**config.mk**
```make
export PLATFORM = sky130hd
export DESIGN_NAME = upc_loop_monitor
export DESIGN_NICKNAME = d
export VERILOG_FILES = /design/src/rtl/upc_loop_monitor_pkg.sv /design/src/rtl/upc_sat_counter.sv /design/src/rtl/upc_loop_monitor.sv
export SDC_FILE = /design/constraint.sdc
export NUM_CORES = 1
export LEC_CHECK = 0
export CORE_MARGIN = 3
export CORE_UTILIZATION = 53
export CTS_CLUSTER_SIZE = 40
export DETAILED_ROUTE_END_ITERATION = 8
export PLACE_DENSITY = 0.79
export RECOVER_POWER = 25
export SLEW_MARGIN = 20
export SYNTH_ARGS = -nofsm -noshare
export SYNTH_HDL_FRONTEND = slang
export SYNTH_HIERARCHICAL = 1
export SYNTH_SLANG_ARGS = --single-unit
```
**constraint.sdc**
```tcl
create_clock -name clock -period 3.1 [get_ports clock]
set_input_delay 0.31 -clock clock [delete_from_list [all_inputs] [get_ports clock]]
set_output_delay 0.31 -clock clock [all_outputs]
set_load 0.02 [all_outputs]
```
**src/rtl/upc_loop_monitor_pkg.sv**
```systemverilog
// rtl/upc_loop_monitor_pkg.sv - shared types and defaults for the HLS loop monitor
package upc_loop_monitor_pkg;

    localparam int UPC_CNT_W_DEF = 32;

    typedef enum logic [1:0] {
        IDLE      = 2'd0,
        ACTIVE    = 2'd1,
        WAIT_CONT = 2'd2
    } upc_state_e;

endpackage

```
**src/rtl/upc_sat_counter.sv**
```systemverilog
// rtl/upc_sat_counter.sv - saturating counter with clear, load and freeze enable
module upc_sat_counter
    import upc_loop_monitor_pkg::*;
#(
    parameter int W = UPC_CNT_W_DEF
) (
    input  logic         i_clk,
    input  logic         i_rst,
    input  logic         i_en,
    input  logic         i_clr,
    input  logic         i_load,
    input  logic [W-1:0] i_load_val,
    input  logic         i_inc,
    output logic [W-1:0] o_count
);

    logic [W-1:0] r_count;

    // i_en low holds the value; clear beats load beats increment
    always_ff @(posedge i_clk) begin
        if (i_rst) begin
            r_count <= '0;
        end else if (i_en) begin
            if (i_clr) begin
                r_count <= '0;
            end else if (i_load) begin
                r_count <= i_load_val;
            end else if (i_inc && !(&r_count)) begin
                r_count <= r_count + 1'b1;
            end
        end
    end

    assign o_count = r_count;

endmodule

```
**src/rtl/upc_loop_monitor.sv**
```systemverilog
// rtl/upc_loop_monitor.sv - passive invocation/iteration/latency monitor for one HLS pipelined loop
// Optional stall counter: define UPC_LOOP_MONITOR_STALL_EN.
module upc_loop_monitor
    import upc_loop_monitor_pkg::*;
#(
    parameter int STATE_W = 1,
    parameter int CNT_W   = UPC_CNT_W_DEF
) (
    input  logic               clock,
    input  logic               reset,
    input  logic [STATE_W-1:0] cur_state,
    input  logic [STATE_W-1:0] iter_start_state,
    input  logic [STATE_W-1:0] iter_end_state,
    input  logic [STATE_W-1:0] quit_state,
    input  logic               iter_start_block,
    input  logic               iter_end_block,
    input  logic               quit_block,
    input  logic               iter_start_enable,
    input  logic               iter_end_enable,
    input  logic               quit_enable,
    input  logic               loop_start,
    input  logic               loop_ready,
    input  logic               loop_done,
    input  logic               loop_continue,
    input  logic               quit_at_end,
    input  logic               finish,
    output logic               busy,
    output logic [CNT_W-1:0]   loop_count,
    output logic [CNT_W-1:0]   iter_started,
    output logic [CNT_W-1:0]   iter_ended,
    output logic [CNT_W-1:0]   last_latency,
    output logic [CNT_W-1:0]   stall_cycles,
    output logic               err,
    output logic               summary_valid
);

    localparam logic [CNT_W-1:0] ONE = CNT_W'(1);

    upc_state_e     r_state;
    logic           r_busy;
    logic           r_err;
    logic           r_summary_valid;

    logic             w_run;
    logic             w_start_ev;
    logic             w_end_ev;
    logic             w_quit_ev;
    logic             w_accept;
    logic             w_complete;
    logic             w_err_set;
    logic             w_infl_chg;
    logic [CNT_W-1:0] w_inflight;
    logic [CNT_W-1:0] w_infl_next;
    logic [CNT_W-1:0] w_lat_run;
    logic [CNT_W-1:0] w_lat_now;
    logic             w_unused_ready;

    assign w_unused_ready = loop_ready;
    assign w_run          = !r_summary_valid;

    assign w_start_ev = (cur_state == iter_start_state) && iter_start_enable && !iter_start_block;
    assign w_end_ev   = (cur_state == iter_end_state) && iter_end_enable && !iter_end_block;
    assign w_quit_ev  = (cur_state == quit_state) && quit_enable && !quit_block;

    // A start taken in IDLE together with done is a one-cycle invocation
    assign w_accept   = loop_start && ((r_state == IDLE) ||
                        ((r_state == ACTIVE) && loop_done && loop_continue));
    assign w_complete = loop_done && ((r_state == ACTIVE) || ((r_state == IDLE) && loop_start));

    assign w_lat_now = (r_state != ACTIVE) ? ONE :
                       (&w_lat_run)        ? w_lat_run : w_lat_run + 1'b1;

    assign w_infl_chg  = w_start_ev ^ w_end_ev;
    assign w_infl_next = w_start_ev ? ((&w_inflight) ? w_inflight : w_inflight + 1'b1)
                                    : ((w_inflight == '0) ? w_inflight : w_inflight - 1'b1);

    assign w_err_set = (w_end_ev && (w_inflight == '0)) ||
                       (w_complete && quit_at_end && (w_inflight != '0) && !w_quit_ev) ||
                       (loop_done && (r_state == IDLE) && !loop_start);

    always_ff @(posedge clock) begin
        if (reset) begin
            r_state         <= IDLE;
            r_busy          <= 1'b0;
            r_err           <= 1'b0;
            r_summary_valid <= 1'b0;
        end else if (w_run) begin
            r_summary_valid <= finish;
            if (w_err_set) begin
                r_err <= 1'b1;
            end
            case (r_state)
                IDLE: begin
                    if (loop_start && loop_done && loop_continue) begin
                        r_state <= IDLE;
                        r_busy  <= 1'b0;
                    end else if (loop_start && loop_done) begin
                        r_state <= WAIT_CONT;
                        r_busy  <= 1'b1;
                    end else if (loop_start) begin
                        r_state <= ACTIVE;
                        r_busy  <= 1'b1;
                    end
                end
                ACTIVE: begin
                    if (loop_done && loop_continue && !loop_start) begin
                        r_state <= IDLE;
                        r_busy  <= 1'b0;
                    end else if (loop_done && !loop_continue) begin
                        r_state <= WAIT_CONT;
                    end
                end
                WAIT_CONT: begin
                    if (loop_continue) begin
                        r_state <= IDLE;
                        r_busy  <= 1'b0;
                    end
                end
                default: begin
                    r_state <= IDLE;
                    r_busy  <= 1'b0;
                end
            endcase
        end
    end

    upc_sat_counter #(.W(CNT_W)) u_loop_cnt (
        .i_clk(clock), .i_rst(reset), .i_en(w_run), .i_clr(1'b0),
        .i_load(1'b0), .i_load_val('0), .i_inc(w_complete), .o_count(loop_count)
    );

    upc_sat_counter #(.W(CNT_W)) u_iter_start (
        .i_clk(clock), .i_rst(reset), .i_en(w_run), .i_clr(1'b0),
        .i_load(1'b0), .i_load_val('0), .i_inc(w_start_ev), .o_count(iter_started)
    );

    upc_sat_counter #(.W(CNT_W)) u_iter_end (
        .i_clk(clock), .i_rst(reset), .i_en(w_run), .i_clr(1'b0),
        .i_load(1'b0), .i_load_val('0), .i_inc(w_end_ev), .o_count(iter_ended)
    );

    upc_sat_counter #(.W(CNT_W)) u_inflight (
        .i_clk(clock), .i_rst(reset), .i_en(w_run), .i_clr(w_complete),
        .i_load(w_infl_chg), .i_load_val(w_infl_next), .i_inc(1'b0), .o_count(w_inflight)
    );

    // Running latency: restarts at 1 whenever a start is accepted
    upc_sat_counter #(.W(CNT_W)) u_lat_run (
        .i_clk(clock), .i_rst(reset), .i_en(w_run), .i_clr(1'b0),
        .i_load(w_accept), .i_load_val(ONE), .i_inc(r_state == ACTIVE), .o_count(w_lat_run)
    );

    upc_sat_counter #(.W(CNT_W)) u_last_lat (
        .i_clk(clock), .i_rst(reset), .i_en(w_run), .i_clr(1'b0),
        .i_load(w_complete), .i_load_val(w_lat_now), .i_inc(1'b0), .o_count(last_latency)
    );

`ifdef UPC_LOOP_MONITOR_STALL_EN
    upc_sat_counter #(.W(CNT_W)) u_stall (
        .i_clk(clock), .i_rst(reset), .i_en(w_run), .i_clr(1'b0),
        .i_load(1'b0), .i_load_val('0), .i_inc((r_state != IDLE) && iter_start_block),
        .o_count(stall_cycles)
    );
`else
    assign stall_cycles = '0;
`endif

    assign busy          = r_busy;
    assign err           = r_err;
    assign summary_valid = r_summary_valid;

endmodule

```
==> impl_metrics.toml, run 1 <==
[outcome]
status = "finished clean"

[drt]
num_vias = 18700
vias_per_cell = 6.42
wl_mm = 51.5
drtIter0Drc = 2059
routedWlPerCell_um = 17.7
drtPass1Iterations = 6
drc = 0
drtAntennaViolNets = 0

[final_layout]
drive_above_1_share_pct = 12.0
area_growth_pct = 20.6
final_cell_area_sq_um = 20000
final_net_count = 2535
stdcell_count = 2916
layout_common_cells = "197 x dfxtp_1, 190 x conb_1, 159 x nand2_1"
final_common_cell = "dfxtp_1"
fillers = 2718
finish.utilization_pct = 65.1
diodes = 0

[clock_tree]
tritoncts = "done"
postCtsSetupRepairBufs = 0
clkSlewWorstSetupHoldPaths_ps = 80
cts_root_buf = "clkbuf_16"
clock_latency_ps = 460
cts_sinks = 197
clk_path_buf_depth = 2
cts.htree.levels = 4
cts_made_buffers = 17

[global_routing]
grt_pass1_wl_mm = 84.2
antenna_found_initial = 0
overflow = 0
grt_util_all_layers_pct = 29.2
grt_pass1_vias = 17100
grt_max_degree = 84

[die]
die-area_sq_um = 33400
core_area_sq_um = 30700
die_x_um = 183
die_h_um = 183
num_rows = 64
io_pins = 181
start_util_pct = 54.0

[critical_path]
crit_type = "flop to flop"
cp.required_ps = 3470
critPathMaxStageDelay_ps = 550
cp_data_arrival_time_ps = 3310
crit_top_cell = "nand2_1"
cpLargestDelayFamily = "simple AND/OR/NAND/NOR gates"
cp.buffers_inverters = 0
endpoint_kind = "flop"
cp_max_fo = 6
start_kind = "flop"
critical-path-slowest-cell = "or4_4"
worstPathCellList = "or4_4, or2_4, or3_4, or4_1, a21oi_2, xor2_1, nand2_1, o21ai_0, nand2_1, a211oi_1"

[synthesis]
syn_avg_cell_area_sq_um = 7.46
syn_area_sq_um = 16600
yosysTopAreaCell = "dfxtp_1"
yosysSeqAreaShare_pct = 23.8
synth.distinct_cells = 82
synth_edf_count = 0
ys_ff_latch = 197
synth_area_leaders = "dfxtp_1 24%, o2bb2ai_1 5.1%, a21oi_1 4.5%, nand2_1 3.6%, nand4_1 3.2%"
synth-main-ff-cell = "dfxtp_1"
yosys.area.top_type_share_pct = 23.8
synth_warnings = 6
syn_inst = 2220
async_flop_share_pct = 0

[sta]
max_freq_mhz = 340
final_hold_viol_count = 0
finClkSkew_ps = 13.3
worst_pin_slew_ps = 927
maxSlewViolCount = 0
finalCriticalPeriod_ps = 2940
worst_slack_ps = 157
period_share_pct = 94.9
hold_slack_ps = 327
fin_tns_setup_ps = 0
slew_headroom_pct = 37.3
final-setup-viol-count = 0

[placement]
post-place-ws_ps = 64.7
place_congestion = 0.930
io_buffers = 147
place_area_sq_um = 19400
dpl.hpwl_mm = 35.8
dp.cells = 2884

[pwr]
cellPowerDensity_nw_per_um2 = 378
ir_worst_vdd_mv = 0.372
finalPower_mw = 7.54
leakage_nw = 6.78

[run]
maxCapViolations = 0

[hold_path]
hold_class = "input pin to flop"
path summary, 6_finish.rpt:
| path | from | to | slack, ps | cells after the start |
|---|---|---|---|---|
| setup / recovery | u_inflight/o_count[6] | u_inflight/o_count[14] | 160 | 10 |
| hold / removal | reset | r_state[0] | 330 | 2 |
| setup reg to reg | u_inflight/o_count[6] | u_inflight/o_count[14] | 160 | 10 |
| hold reg to reg | err | err | 490 | 2 |
final cells by class:
cell class / count / area (sq um) / area share, %
inverters: 55 / 206 / 1.03
flip-flops and latches: 197 / 3940 / 19.7
clock buffers: 18 / 439 / 2.20
multi-input cells: 1963 / 12300 / 61.5
well taps: 396 / 495 / 2.48
clock inverters: 14 / 141 / 0.708
repair buffers: 273 / 2470 / 12.4
synthesized netlist by cell type, drive strengths merged (54+ instances only):
library cell  count
o21ai           106
a21oi           148
clkbuf          113
dfxtp           197
nand3           107
buf              79
a31oi            54
nand4            92
nand2b           75
nor3            105
nor2            123
o2bb2ai         102
nor4             66
nand2           159
inv              55
cells by family after synthesis:
family / Yosys count / share of synthesized area [%]
AND/OR/NAND/NOR: 962 / 33.2
AO/OA/AOI/OAI: 716 / 30.4
buffers and inverters: 248 / 7.05
flip-flops: 197 / 23.8
XOR/XNOR: 60 / 3.17
multiplexers: 25 / 1.65
adder cells (fa/ha/maj): 10 / 0.755
other: 2 / 0.0453
per-layer routing:
layer  wire, um  global-route usage [%]
met1      22300                    39.0
met2      24400                    48.9
met3       3790                    4.54
met4        929                    8.89
met5          0                       0
flip-flops by register name, summed over array words and instances (netlist names):
signal and flops:
busy 1, err 1, r_state 2, summary_valid 1, u_inflight/o_count 32, u_iter_end/o_count 32
u_iter_start/o_count 32, u_last_lat/o_count 32, u_lat_run/o_count 32, u_loop_cnt/o_count 32
power breakdown:
group          switching, mW  leakage [nW]  internal [mW]
clock network           1.13         0.278           1.15
registers              0.179          1.60           2.65
logic                   1.38          4.90           1.05
total                   2.69          6.78           4.85
worst reg2reg max path, stage by stage (launching register included):
cell and delay, ps:
dfxtp_1 310, or4_4 550, or2_4 290, or3_4 350, or4_1 540, a21oi_2 190, xor2_1 160, nand2_1 80
o21ai_0 90, nand2_1 70, a211oi_1 240
timing repair:
action                                  CTS  global route
gates resized for setup                   0             1
endpoints found under the setup margin    0             2
hold buffers                              0             0
No activity file was read; power rests on OpenSTA's default activity.
==> inputs of run 2 (changes only) <==
- CTS_CLUSTER_SIZE: 40 -> not set
- MAX_ROUTING_LAYER: not set -> met4
==> impl_metrics.toml, run 2 (synthesized netlist as in run 1, its figures left out) <==
[placement]
dpl.hpwl_mm = 35.5
place_congestion = 0.949
io_buffers = 147
place_area_sq_um = 19400

[outcome]
status = "finished with violations"
violations = "capacitance limit, slew limit"

[drt]
top_layer_used = "met4"
vias_per_cell = 6.30
wirelength_met1_mm = 22.6
wl_met2_mm = 23.8
wl_mm = 50.7
drtPass1Iterations = 6
num_vias = 18400
routedWlPerCell_um = 17.4
drc = 0
drtIter0Drc = 1930
drtAntennaViolNets = 0
wl_met3_mm = 3.17

[critical_path]
rr_worst_depth = 10
crit_top_cell = "or4_4"
critPathMaxStageDelay_ps = 570
start_kind = "flop"
cp_data_arrival_time_ps = 3340
cp.required_ps = 3460
cp_max_fo = 5
crit_type = "flop to flop"
worstPathCellList = "or4_4, or4_4, nor4_4, buf_4, nor4_1, a21oi_1, xnor2_1, nor2b_1, o31a_1, a211oi_1"
critical-path-slowest-cell = "or4_4"
endpoint_kind = "flop"

[die]
start_util_pct = 54.0
die_x_um = 183
core_area_sq_um = 30700
num_rows = 64
die-area_sq_um = 33400
die_h_um = 183
io_pins = 181

[clock_tree]
cts_made_buffers = 17
cts_sinks = 197
tritoncts = "done"
cts_root_buf = "clkbuf_16"
clkSlewWorstSetupHoldPaths_ps = 90
ctsHoldBuffers = 0
clk_path_buf_depth = 2
cts.htree.levels = 4
clock_latency_ps = 470

[global_routing]
overflow = 0
grt_util_all_layers_pct = 30.2
grt_max_degree = 84
antenna_found_initial = 0
grt_pass1_wl_mm = 84.0
grt_pass1_vias = 16800

[final_layout]
finish.utilization_pct = 65.1
drive_above_1_share_pct = 12.1
diodes = 0
layout_common_cells = "197 x dfxtp_1, 190 x conb_1, 159 x nand2_1"
final_common_cell = "dfxtp_1"
area_growth_pct = 20.5
final_net_count = 2535
final_cell_area_sq_um = 20000

[sta]
rsz0062_at_grt = "no"
period_share_pct = 96.3
finalCriticalPeriod_ps = 2990
max_freq_mhz = 335
finClkSkew_ps = 13.2
maxSlewViolCount = 67
worst_pin_slew_ps = 1620
final_hold_viol_count = 0
slew_headroom_pct = -7.68
final-setup-viol-count = 0
hold_slack_ps = 400
fin_tns_setup_ps = 0

[pwr]
sw_frac_of_total_pct = 36.2
p_clk_share_pct = 29.8
ir_worst_vdd_mv = 0.436
leakage_nw = 6.78
pwr-share-seq_pct = 37.8
finalPower_mw = 7.49
cellPowerDensity_nw_per_um2 = 375
intPower_mw = 4.78
p_comb_share_pct = 32.5
switching_power_mw = 2.72

[hold_path]
hold_class = "input pin to flop"
hold_depth = 3

[run]
maxCapViolations = 1
==> run 2: cell types whose count changed in the layout (fill, tap and decap cells not counted), sizes merged <==
cell | previous run | this run
buf | 127 | 126
bufinv | 1 | 0
clkdlybuf4s50 | 68 | 69
dlygate4sd3 | 78 | 77
inv | 61 | 63
==> run 2: metal layers <==
layer / vias up / track usage, %
met5: - / -
met4: 0 / 9.43
met3: 105 / 3.73
met2: 695 / 48.3
met1: 8638 / 40.0
li1: 8929 / -
==> run 2: metrics by stage <==
| step | std cells | worst slack (ps) |
|---|---|---|
| 2_1_floorplan | 2408 | 204 |
| 3_3_place_gp | 2883 | 112 |
| 3_5_place_dp | 2883 | 42.5 |
| 4_1_cts | 2915 | 10.9 |
| 5_1_grt | 2916 | 1.03 |
| 6_report | 2916 | 114 |
==> run 2: critical path: cells and delay by family, from the launching register on <==
family | cells | cell delay (ps)
AOI/OAI and AO/OA | 3 | 700
and+or+nand+nor | 5 | 1530
DFF | 1 | 320
xor gates and xnor gates | 1 | 140
buffers and inverters | 1 | 190
==> run 2: power by group through the flow <==
stage	registers, mW	logic (mW)	clock network [mW]
2_1_floorplan	2.95	1.69	0
3_3_place_gp	2.88	2.32	0
3_5_place_dp	2.88	2.37	0
4_1_cts	2.83	2.38	2.29
5_1_grt	2.85	2.67	2.38
6_report	2.83	2.43	2.23
==> run 2: final cells by class <==
class,count,area [sq um]
Multi-Input combinational cell,1963,12300
Fill cell,2745,10700
Tap cell,396,495
Clock inverter,15,139
Timing Repair Buffer,273,2470
Sequential cell,197,3940
Clock buffer,17,425
Inverter,55,206
==> run 2: path summary, 6_finish.rpt <==
kind,end,slack [ps],start
worst max-delay path,u_inflight/o_count[23],110,u_inflight/o_count[10]
worst min-delay path,summary_valid,400,finish
worst max register to register,u_inflight/o_count[23],110,u_inflight/o_count[10]
worst min register to register,err,480,err
==> run 2: timing repair <==
| item | 4_1_cts | 5_1_grt |
|---|---|---|
| setup endpoints to repair | 0 | 4 |
| gates resized for setup | 0 | 2 |
| buffers inserted | 0 | 1 |
==> inputs of run 3 (changes only) <==
- CORE_ASPECT_RATIO: not set -> 0.6
- clock period: 3.1 -> 2.5 ns (I/O delays scaled with it)
==> impl_metrics.toml, run 3 (synthesized netlist as in run 1, its figures left out) <==
[final_layout]
area_growth_pct = 35.5
layout_common_cells = "283 x buf_4, 190 x conb_1, 175 x dfxtp_1"
final_cell_area_sq_um = 22500
drive_above_1_share_pct = 23.2
final_common_cell = "buf_4"
final_net_count = 2728
fillers = 2313

[sta]
period_share_pct = 115
final_hold_viol_count = 0
rsz0062_at_grt = "yes"
finalCriticalPeriod_ps = 2880
max_freq_mhz = 348
worst_pin_slew_ps = 1290
finClkSkew_ps = 17.4
slew_headroom_pct = 14.3
final-setup-viol-count = 52
maxSlewViolCount = 0
worst_slack_ps = -376

[clock_tree]
cts.htree.levels = 4
cts_root_buf = "clkbuf_16"
clkSlewWorstSetupHoldPaths_ps = 80
cts_sinks = 197
clk_path_buf_depth = 2
clock_latency_ps = 460
tritoncts = "done"
cts_made_buffers = 17
ctsHoldBuffers = 0

[die]
start_util_pct = 54.6
die_h_um = 143
core_area_sq_um = 30300
io_pins = 181
die_x_um = 234
num_rows = 49
die-area_sq_um = 33500

[critical_path]
cp.required_ps = 2860
crit_top_cell = "or4_4"
r2r_end = "u_inflight/o_count[15]"
cp_max_fo = 3
reg2reg_slack_ps = -380
cp_data_arrival_time_ps = 3230
critPathMaxStageDelay_ps = 570
endpoint_kind = "flop"
crit_type = "flop to flop"
critical-path-slowest-cell = "or4_4"
rr_worst_depth = 9
start_kind = "flop"
rr_startpoint = "u_inflight/o_count[11]"
worstPathCellList = "or4_4, or4_4, nor3_4, and3b_2, nor2_2, xnor2_1, and2_1, o21ai_0, a221oi_1"

[drt]
routedWlPerCell_um = 19.8
drtPass1Iterations = 8
wl_mm = 61.7
drtIter0Drc = 3049
vias_per_cell = 6.52
drc = 0
drtAntennaViolNets = 0
num_vias = 20400

[hold_path]
hold_class = "input pin to flop"
holdPathEnd = "u_lat_run/o_count[0]"
hold_depth = 2
worstHoldStart = "reset"

[pwr]
cellPowerDensity_nw_per_um2 = 469
finalPower_mw = 10.5
ir_worst_vdd_mv = 0.532
leakage_nw = 7.97

[placement]
place_congestion = 0.982
dpl.hpwl_mm = 42.6
place_area_sq_um = 20800
io_buffers = 147

[global_routing]
grt_max_degree = 83
antenna_found_initial = 1
grt_pass1_wl_mm = 94.2
overflow = 0
grt_util_all_layers_pct = 35.2
grt_pass1_vias = 18100

[outcome]
violations = "setup timing"
status = "finished with violations"

[run]
maxCapViolations = 0
[run 3: through the flow]
stage	hold WS (ps)	cells	util, %	worst slack (ps)	TNS, ps
2_1_floorplan	322	2408	-	-269	-2390
3_3_place_gp	473	3065	68.6	-479	-20330
3_5_place_dp	463	3065	68.6	-514	-26940
4_1_cts	147	3101	71.6	-329	-5250
5_1_grt	171	3120	74.0	-466	-11900
6_report	173	3120	74.0	-376	-7990
[run 3: final cells by class]
cell class	count	area (sq um)	share of cell area [%]
multi-input combinational	1965	13100	58.4
timing repair buffer	464	4060	18.1
sequential	197	3980	17.7
antenna	1	2.50	0.0111
clock inverter	8	101	0.451
tap	408	510	2.27
inverter	55	206	0.919
clock buffer	22	474	2.11
[run 3: critical path: cells and delay by family, from the launching register on]
family	cells	cell delay, ps
xor gates and xnor gates	1	120
and+or+nand+nor	6	1890
DFF	1	330
AOI/OAI and AO/OA	2	430
[run 3: routing by layer]
metal / share of wire (%) / GRT usage [%] / up-vias
met2: 43 / 50.0 / 1340
met5: 0 / - / -
li1: - / - / 9315
met1: 44 / 50.3 / 9559
met4: 1.6 / 7.56 / 0
met3: 12 / 8.47 / 136
[run 3: timing repair]
| action | in CTS | in global routing |
|---|---|---|
| gates cloned | 1 | 2 |
| setup buffers | 7 | 17 |
| hold endpoints to repair | 0 | 0 |
| gates resized for setup | 68 | 133 |
| endpoints found under the setup margin | 41 | 65 |
| pin swaps | 52 | 88 |
[run 3: how the worst max path moves through the flow]
stage,end,from,slack (ps),cells past startpoint
3_5_place_dp,u_inflight/o_count[14],cur_state,-510,11
5_1_grt,u_inflight/o_count[14],u_inflight/o_count[11],-470,12
6_report,u_inflight/o_count[15],u_inflight/o_count[11],-380,9
2_1_floorplan,u_inflight/o_count[14],u_inflight/o_count[6],-270,10
4_1_cts,u_inflight/o_count[15],u_inflight/o_count[11],-330,9
3_3_place_gp,u_inflight/o_count[14],cur_state,-480,11
[run 3: where the power goes]
part           switching [mW]  total (mW)  internal [mW]
clock                    1.36        2.91           1.55
combinational            2.26        4.16           1.90
sequential              0.168        3.46           3.29
total                    3.79        10.5           6.74
